**src/rtl/fetch_unit.sv**
```systemverilog
// fetch_unit: PC owner and single-outstanding instruction fetch front end feeding IF/ID
module fetch_unit #(
    parameter logic [31:0] RESET_PC = 32'h0000_0000,
    parameter logic [31:0] PC_STEP = 32'd4,
    parameter logic [31:0] NOP_INSTR = 32'h0000_0000
) (
    input  logic        clk,
    input  logic        rst,
    input  logic        stall_in,
    input  logic        redirect_valid,
    input  logic [31:0] redirect_pc,
    output logic        imem_req,
    output logic [31:0] imem_addr,
    input  logic        imem_rvalid,
    input  logic [31:0] imem_rdata,
    output logic [31:0] instr_out,
    output logic [31:0] pc_out,
    output logic        valid_out,
    output logic        en_reg_out
);
    typedef enum logic [1:0] {FETCH, WAIT, HOLD, KILL} state_t;
    state_t state;
    logic [31:0] pc;
    logic [31:0] target;
    assign target = redirect_pc & ~32'h3;
    assign imem_req = state == FETCH;
    assign imem_addr = pc;
    assign en_reg_out = valid_out & ~stall_in & ~redirect_valid;
    // fetch sequencing: a redirect always wins, squashed responses are drained in KILL
    always_ff @(posedge clk) begin
        if (rst) begin
            pc <= RESET_PC;
            state <= FETCH;
            valid_out <= 1'b0;
            instr_out <= NOP_INSTR;
            pc_out <= 32'h0;
        end else begin
            case (state)
                FETCH: begin
                    state <= redirect_valid ? KILL : WAIT;
                    if (redirect_valid) pc <= target;
                end
                WAIT: begin
                    if (redirect_valid) begin
                        pc <= target;
                        state <= imem_rvalid ? FETCH : KILL;
                    end else if (imem_rvalid) begin
                        instr_out <= imem_rdata;
                        pc_out <= pc;
                        valid_out <= 1'b1;
                        pc <= pc + PC_STEP;
                        state <= HOLD;
                    end
                end
                HOLD: begin
                    if (redirect_valid || !stall_in) begin
                        valid_out <= 1'b0;
                        instr_out <= NOP_INSTR;
                        state <= FETCH;
                        if (redirect_valid) pc <= target;
                    end
                end
                KILL: begin
                    if (redirect_valid) pc <= target;
                    if (imem_rvalid) state <= FETCH;
                end
            endcase
        end
    end
endmodule
```
**config.mk**
```make
export PLATFORM = sky130hd
export DESIGN_NAME = fetch_unit
export DESIGN_NICKNAME = d
export VERILOG_FILES = /design/src/rtl/fetch_unit.sv
export SDC_FILE = /design/constraint.sdc
export NUM_CORES = 1
export LEC_CHECK = 0
export CORE_MARGIN = 2
export CORE_UTILIZATION = 44
export DETAILED_ROUTE_END_ITERATION = 6
export PLACE_DENSITY = 0.82
export SYNTH_ARGS = -nofsm -noshare
export SYNTH_HDL_FRONTEND = slang
export SYNTH_SLANG_ARGS = --single-unit
```
**constraint.sdc**
```tcl
create_clock -name clk -period 2.3 [get_ports clk]
set_input_delay 0.46 -clock clk [delete_from_list [all_inputs] [get_ports clk]]
set_output_delay 0.46 -clock clk [all_outputs]
set_load 0.005 [all_outputs]
```
Word level (Yosys, flattened, before mapping)

Cells that the tools add are included.

Add/subtract/negate cells: 1
Equal/unequal tests: 8
Multiplexer cells: 20
Bitwise gates (word level): 4
Reduce and logical (&&, ||, !) cells: 9

Operators with widths:

| cell                                                 | number |
|---|---|
| two-way mux 32 bit                                   | 7 |
| case mux 32 bit (3 select lines)                     | 1 |
| case mux 32 bit (2 select lines)                     | 1 |
| adder 32 x 3 -> 32 bit (second input constant)       | 1 |
| two-way mux 2 bit                                    | 6 |
| inequality test 2 bit (second input constant)        | 4 |
| case mux 2 bit (4 select lines)                      | 1 |
| AND reduction 3 bit                                  | 2 |
| equality test 2 bit (second input constant)          | 2 |
| AND reduction 4 bit                                  | 1 |
| two-way mux 1 bit                                    | 3 |
| inequality test 3 bit (second input constant)        | 1 |
| bitwise AND 1 bit                                    | 2 |
| equality test 2 x 1 -> 1 bit (second input constant) | 1 |
| logical NOT 2 bit                                    | 1 |
| NOT 1 bit                                            | 2 |
| case mux 1 bit (2 select lines)                      | 1 |
| AND reduction 2 bit                                  | 1 |
| nonzero test 2 bit                                   | 1 |
| OR reduction 2 bit                                   | 1 |
| logical NOT 1 bit                                    | 1 |
| logical OR 1 bit                                     | 1 |

Register bits after elaboration: 99
Output and inout bits: 99

Logic depth before layout (Yosys ltp)

Gate-level depths: netlist of run 1.

Word-level depth: 4
Gate-level depth with buffers: 7
Gate-level depth less buffers: 5

Worst setup path after synthesis of run 1

No wires, ideal clock.

Kind: register to register
Start: reg pc[2], in the netlist imem_addr[2]
End: reg pc[24], in the netlist imem_addr[24]
Setup time: 0.112 ns
Data arrival time: 1.721 ns
Required time: 2.188 ns
Setup slack: 0.467 ns
Stages on the path, launching flop included: 6
Buffers on the path: 0
Clock period less this slack: 1.833 ns
Cell sequence: dfxtp_1 -> ha_1 -> and4_2 -> nand4_2 -> or3_1 -> a2111oi_1

Word-level cells in the longest chain between the ends: 4

Ends and longest elaborated chain:

| element                          | line | text |
|---|---|---|
| from (decl)                      | 23   | `logic [31:0] pc;` |
| from (signal assigned)           | 41   | `if (redirect_valid) pc <= target;` |
| from (signal assigned)           | 45   | `pc <= target;` |
| from (signal assigned)           | 51   | `pc <= pc + PC_STEP;` |
| adder 32 x 3 -> 32 bit           | 51   |  |
| two-way mux 32 bit               | 47   | `end else if (imem_rvalid) begin` |
| two-way mux 32 bit               | 44   | `if (redirect_valid) begin` |
| case mux 32 bit (3 select lines) | 38   | `case (state)` |

Every way passes these cells. The select of a mux whose other input is x is not followed.
A chain may end at the register's enable or synchronous reset.

Final worst setup path of run 1

Start: in redirect_valid
End: out en_reg_out

Word-level cells in the longest chain between the ends: 2

Ends and longest elaborated chain:

| element             | line | text |
|---|---|---|
| from (decl)         | 10   | `input logic redirect_valid,` |
| NOT 1 bit (no line) | n/a  |  |
| bitwise AND 1 bit   | 28   | `assign en_reg_out = valid_out & ~stall_in & ~redirect_valid;` |
| to (decl)           | 19   | `output logic en_reg_out` |

Every way passes these cells.

==> results of run 1 <==
final cells by class:
type | count | area (µm²)
Fill cell | 800 | 3317
Multi-Input combinational cell | 375 | 2167
Sequential cell | 95 | 1902
Timing Repair Buffer | 195 | 1877
Tap cell | 133 | 166.4
Clock buffer | 13 | 138.9
Clock inverter | 3 | 67.56
Inverter | 13 | 48.80
cells by family after synthesis:
group           Yosys count
other cells               1
fa+ha+maj                 1
flops                    95
xor+xnor                  3
mux                       1
simple gates            231
buf+inv                  59
compound gates          135
path summary, 6_finish.rpt:
check                               end  cells past startpoint
max                          en_reg_out                      3
min             pc_out[25]$_SDFFE_PP0P_                      2
max reg2reg  imem_addr[24]$_SDFFE_PP0P_                      4
min reg2reg     pc_out[25]$_SDFFE_PP0P_                      2
per-stage QoR:
| step | utilization, % | setup slack [ns] |
|---|---|---|
| after floorplan | - | 0.4665 |
| after global placement | 63.57 | 0.08908 |
| after detailed placement | 63.57 | 0.02230 |
| after CTS | 65.70 | 0.09645 |
| after global routing | 65.75 | 0.05302 |
| final | 65.75 | 0.1140 |
power groups by stage:
stage / Clock, mW / Sequential (mW) / Combinational, mW
after floorplan: 0 / 1.83 / 0.267
after global placement: 0 / 1.84 / 0.599
after detailed placement: 0 / 1.84 / 0.615
after CTS: 1.20 / 1.81 / 0.619
after global routing: 1.26 / 1.82 / 0.669
final: 1.18 / 1.81 / 0.619
state kept, by name, indices dropped and copies added (netlist names):
name,cells
state,2
pc_out,30
valid_out,1
imem_addr,30
instr_out,32
per-layer routing:
metal  track usage (%)  share of wire [%]  vias to the layer above
li1                  -                  -                     2206
met1             29.75                 41                     2132
met2             40.78                 48                      231
met3             7.237                9.0                       22
met4             9.363                1.7                        0
met5                 0                  0                        -
cells in the final DEF (no fill, tap or decap), drive strengths merged, types with 2 or more instances in the layout:
cell,count
and3,7
nand3,14
o31ai,8
nor3b,4
o21ai,5
bufinv,2
conb,4
nor4,7
o32ai,2
xnor2,3
nand2,93
o211ai,2
nand2b,3
or3,3
nor2b,4
inv,12
nor3,6
a311oi,7
buf,35
dfxtp,95
clkdlybuf4s50,160
nand4,13
or4,5
o22ai,3
and2,3
o221a,2
clkbuf,13
o31a,2
a21oi,51
a211oi,6
and4,8
nor2,54
a2111oi,7
a22oi,33
worst register-to-register path: stages (launching register included):
cell and delay, ns:
dfxtp_1 0.60, and3b_1 0.40, nand4_2 0.16, or3_1 0.38, a2111oi_1 0.34
==> impl_metrics.ini, run 1 <==
[clocking]
clkLatencyLatePin_ns = 0.36
tritoncts = yes
path_clk_slew_ns = 0.08
ctsResizeCount = 0
numCtsBuffers = 9
clk_path_buf_depth = 2
cts_setup_buffers = 0
htree_levels = 3
clkSinkCount = 95
root_buffer = clkbuf_8
holdBufCountCts = 0

[yosys]
seq_area_frac_synth_pct = 43.63
ys_seq_elements = 95
synth_ff_type = dfxtp_1
yosys.area.top_type = dfxtp_1
postSynthCellCount = 526
ys_types = 63
avgSynthCellArea_um2 = 8.287
netlist.area_leader.share_pct = 43.63
synth_mux_area_share_pct = 0.2296
synth.top_cells.by_area = dfxtp_1 44%, nand2_1 7.8%, a21oi_1 5.9%, a22oi_1 5.7%, nor2_1 4.6%
synth_common_cells = 95 x dfxtp_1, 91 x nand2_1, 54 x nor2_1
synth_top_family_by_area = simple AND/OR/NAND/NOR gates
synth_compound_area_share_pct = 20.90
synth_edf_count = 0
yosys_warnings = 0
synthSimpleGateAreaFrac_pct = 27.15
synthMostInstantiatedCell = dfxtp_1
synthAdderAreaFrac_pct = 0.2870
syn-cell-area_mm2 = 0.004359
synth_xor_area_share_pct = 0.6028
async_flop_share_pct = 0

[sta]
report.final.slew_viol_count = 0
fin_crit_ns = 2.186
timing.setup.tns_ns = 0
clock_skew_ns = 0.009144
hold_ws_ns = 0.4557
finalCritPeriodShare_pct = 95.04
rsz0062_at_grt = no
tightest_slew_ns = 0.6063
final_hold_viol_count = 0
setup_violations = 0
fmax_mhz = 457.5
max_slew_margin_pct = 59.58

[detailed_routing]
wire_per_inst_um = 16.30
drtIter0Drc = 240
routed_wl_mm = 13.48
ant_nets = 0
vias_per_cell = 5.551
drc_errors = 0
firstDrtPassIters = 5
dr_total_vias = 4591

[global_routing]
grt-ovfl-total = 0
grt_pass1_wl_mm = 21.58
antenna_found_initial = 0
grt_usage_pct = 24.43
grt_start_max_net_pins = 61
grt_pass1_vias = 4395

[finish]
drive_above_1_share_pct = 9.942
antenna_cells = 0
fin_area_mm2 = 0.006367
fin_cells = 827
syn_to_final_growth_pct = 46.07
nNetsFinal = 759

[placement]
gp_congestion = 0.8676
io_buffers = 161
dpl.cell_count = 811
dp_hpwl_mm = 9.916
place_area_mm2 = 0.006156

[die]
start_util_pct = 45.01
coreArea_mm2 = 0.009684
die_x_um = 103.5
fp.dieH_um = 103.5
dieArea_mm2 = 0.01072
rows = 36
ios = 168

[critical_path]
cp-start-kind = primary input
critPathKind = primary input to output port
cp.arrival_ns = 1.73
crit_required_ns = 1.84
cp_top_family = buffers and inverters
rrSetupSlack_ns = 0.31
worst-path-buf-inv = 2
slowest_delay_ns = 0.53
worstSetupEndpointType = output port
crit_chain = clkdlybuf4s50_1 > nor3b_2 > clkdlybuf4s50_1
slowest_stage = clkdlybuf4s50_1
cp_max_fo = 5
reg2reg_from = state[0]$_SDFFE_PP0P_
cp_common_cell = clkdlybuf4s50_1
crit_start = redirect_valid

[pwr]
leakage_nw = 2.263
p_sw_share_pct = 25.53
power.total_mw = 3.605
peakVddDrop_mv = 0.3632
p_sw_mw = 0.9204
pwr-share-seq_pct = 50.2
combPwrFrac_pct = 17.2
p_int_mw = 2.684
power_density_mw_per_mm2 = 566.1
p_clk_share_pct = 32.7

[worst_hold_path]
holdCritPathClass = flip-flop to flip-flop
hp-start = pc_out[25]$_SDFFE_PP0P_

[job]
drv_cap = 0

[status]
status = finished clean
Power figures use the tool's default switching activity.
==> run 2: changes to the inputs <==
--- a/config.mk
+++ b/config.mk
@@ -6,9 +6,9 @@
 export NUM_CORES = 1
 export LEC_CHECK = 0
 export CORE_MARGIN = 2
-export CORE_UTILIZATION = 44
+export CORE_UTILIZATION = 40
 export DETAILED_ROUTE_END_ITERATION = 6
-export PLACE_DENSITY = 0.82
+export PLACE_DENSITY = 0.79
 export SYNTH_ARGS = -nofsm -noshare
 export SYNTH_HDL_FRONTEND = slang
 export SYNTH_SLANG_ARGS = --single-unit
==> constraint.sdc (replaced) <==
create_clock -name clk -period 1.9 [get_ports clk]
set_input_delay 0.38 -clock clk [delete_from_list [all_inputs] [get_ports clk]]
set_output_delay 0.38 -clock clk [all_outputs]
set_load 0.005 [all_outputs]
==> impl_metrics.ini, run 2 (synthesized netlist as in run 1, its figures left out) <==
[pwr]
leakage_nw = 2.467
peakVddDrop_mv = 0.3912
power.total_mw = 4.435
power_density_mw_per_mm2 = 662.5

[detailed_routing]
drc_errors = 0
drtIter0Drc = 296
wire_per_inst_um = 16.72
routed_wl_mm = 14.55
vias_per_cell = 5.536
ant_nets = 0
dr_total_vias = 4816
firstDrtPassIters = 5

[sta]
fin_crit_ns = 1.829
setup_violations = 0
final_hold_viol_count = 0
fmax_mhz = 546.7
clock_skew_ns = 0.01568
finalCritPeriodShare_pct = 96.27
report.final.slew_viol_count = 0
rsz0062_at_grt = yes

[finish]
multi_input_area_mm2 = 0.002186
seq_area_mm2 = 0.001908
fin_cells = 870
syn_to_final_growth_pct = 53.59
final_common_cell = clkdlybuf4s50_1
nNetsFinal = 795
final_cell_mix = 158 x clkdlybuf4s50_1, 91 x nand2_1, 90 x dfxtp_1
antenna_cells = 0
fin_area_mm2 = 0.006695
drive_above_1_share_pct = 15.89
largest_register_ffs = 32
fill_cells = 933
regMostFlops = instr_out

[critical_path]
slowest_stage = clkdlybuf4s50_1
crit_required_ns = 1.52
cp-start-kind = flip-flop
worstSetupEndpointType = output port
slowest_delay_ns = 0.52
critPathKind = flip-flop to output port
cp.arrival_ns = 1.45
cp_max_fo = 8
crit_chain = buf_4 > clkdlybuf4s50_1
rr_worst_depth = 5

[placement]
io_buffers = 161
place_area_mm2 = 0.006460
dp_hpwl_mm = 10.69
dpl.cell_count = 854
gp_congestion = 0.8909

[global_routing]
grt_usage_pct = 24.60
antenna_found_initial = 0
grt_start_max_net_pins = 34
grt_pass1_vias = 4707
grt_pass1_wl_mm = 22.76
grt-ovfl-total = 0

[worst_hold_path]
holdCritPathClass = primary input to flip-flop
whs_path_depth = 2

[die]
fp.dieH_um = 108.4
coreArea_mm2 = 0.01075
ios = 168
die_x_um = 108.4
start_util_pct = 40.57
dieArea_mm2 = 0.01175
rows = 38

[clocking]
numCtsBuffers = 9
holdBufCountCts = 0
cts_setup_buffers = 0
tritoncts = yes
htree_levels = 3
clkSinkCount = 95
clkLatencyLatePin_ns = 0.38
root_buffer = clkbuf_8
clk_path_buf_depth = 2
path_clk_slew_ns = 0.09

[status]
status = finished clean

[job]
drv_cap = 0
==> run 2: cell count changes in the layout (fill, tap and decap cells not counted), moves of 2 or more <==
cell / before / now
buf_4: 34 / 68
dfxtp_1: 95 / 90
dfxtp_2: 0 / 5
clkbuf_1: 4 / 1
a2111oi_0: 6 / 4
a2111oi_2: 0 / 2
buf_12: 1 / 3
clkbuf_8: 9 / 11
clkdlybuf4s50_1: 160 / 158
dlygate4sd2_1: 0 / 2
==> run 2: worst max-delay path, delay by kind of cell, from the launching register on <==
family / cells / cell delay, ns
buffers and inverters: 2 / 0.66
flip-flops: 1 / 0.42
==> run 2: per-layer routing <==
metal / part of all wire, % / vias to the layer above / track usage [%]
met1: 39 / 2227 / 28.08
met5: 0 / - / 0
met2: 48 / 260 / 43.17
met4: 3.5 / 0 / 10.44
li1: - / 2280 / -
met3: 9.7 / 49 / 6.691
==> run 2: timing repair <==
item	4_1_cts	5_1_grt
gates resized for setup	4	10
pin swaps	0	2
setup endpoints to repair	3	14
==> run 2: final cells by class <==
type	instances	area share [%]
clock buffer	12	2.317
clock inverter	4	0.7849
inverter	13	0.7288
multi-input combinational	375	32.65
sequential	95	28.50
tap	140	2.616
timing repair buffer	231	32.41
==> run 2: stage by stage <==
step	utilization (%)	setup slack, ns	TNS [ns]	hold WS [ns]
finish	62.31	0.07084	0	0.3547
global route	62.31	-0.03844	-0.03844	0.3635
CTS	62.05	0.008551	0	0.3523
detailed placement	60.12	-0.3511	-18.60	0.4466
global placement	60.12	-0.2868	-15.55	0.4423
floorplan	-	0.06650	0	0.4527
==> run 2: worst paths after layout <==
path                                                 from                    endpoint  slack (ns)
worst max-delay path            imem_addr[4]$_SDFFE_PP0P_                imem_addr[4]        0.07
worst min-delay path                                  rst  instr_out[30]$_SDFFE_PP0P_        0.35
worst max register to register  imem_addr[3]$_SDFFE_PP0P_  imem_addr[26]$_SDFFE_PP0P_        0.07
worst min register to register    pc_out[20]$_SDFFE_PP0P_     pc_out[20]$_SDFFE_PP0P_        0.46
==> run 2: power breakdown <==
| part | leakage [nW] | switching (mW) | total (mW) | internal [mW] |
|---|---|---|---|---|
| combinational | 1.58 | 0.376 | 0.861 | 0.484 |
| sequential | 0.777 | 0.0807 | 2.16 | 2.08 |
| clock | 0.107 | 0.728 | 1.41 | 0.687 |
| total | 2.47 | 1.19 | 4.44 | 3.25 |
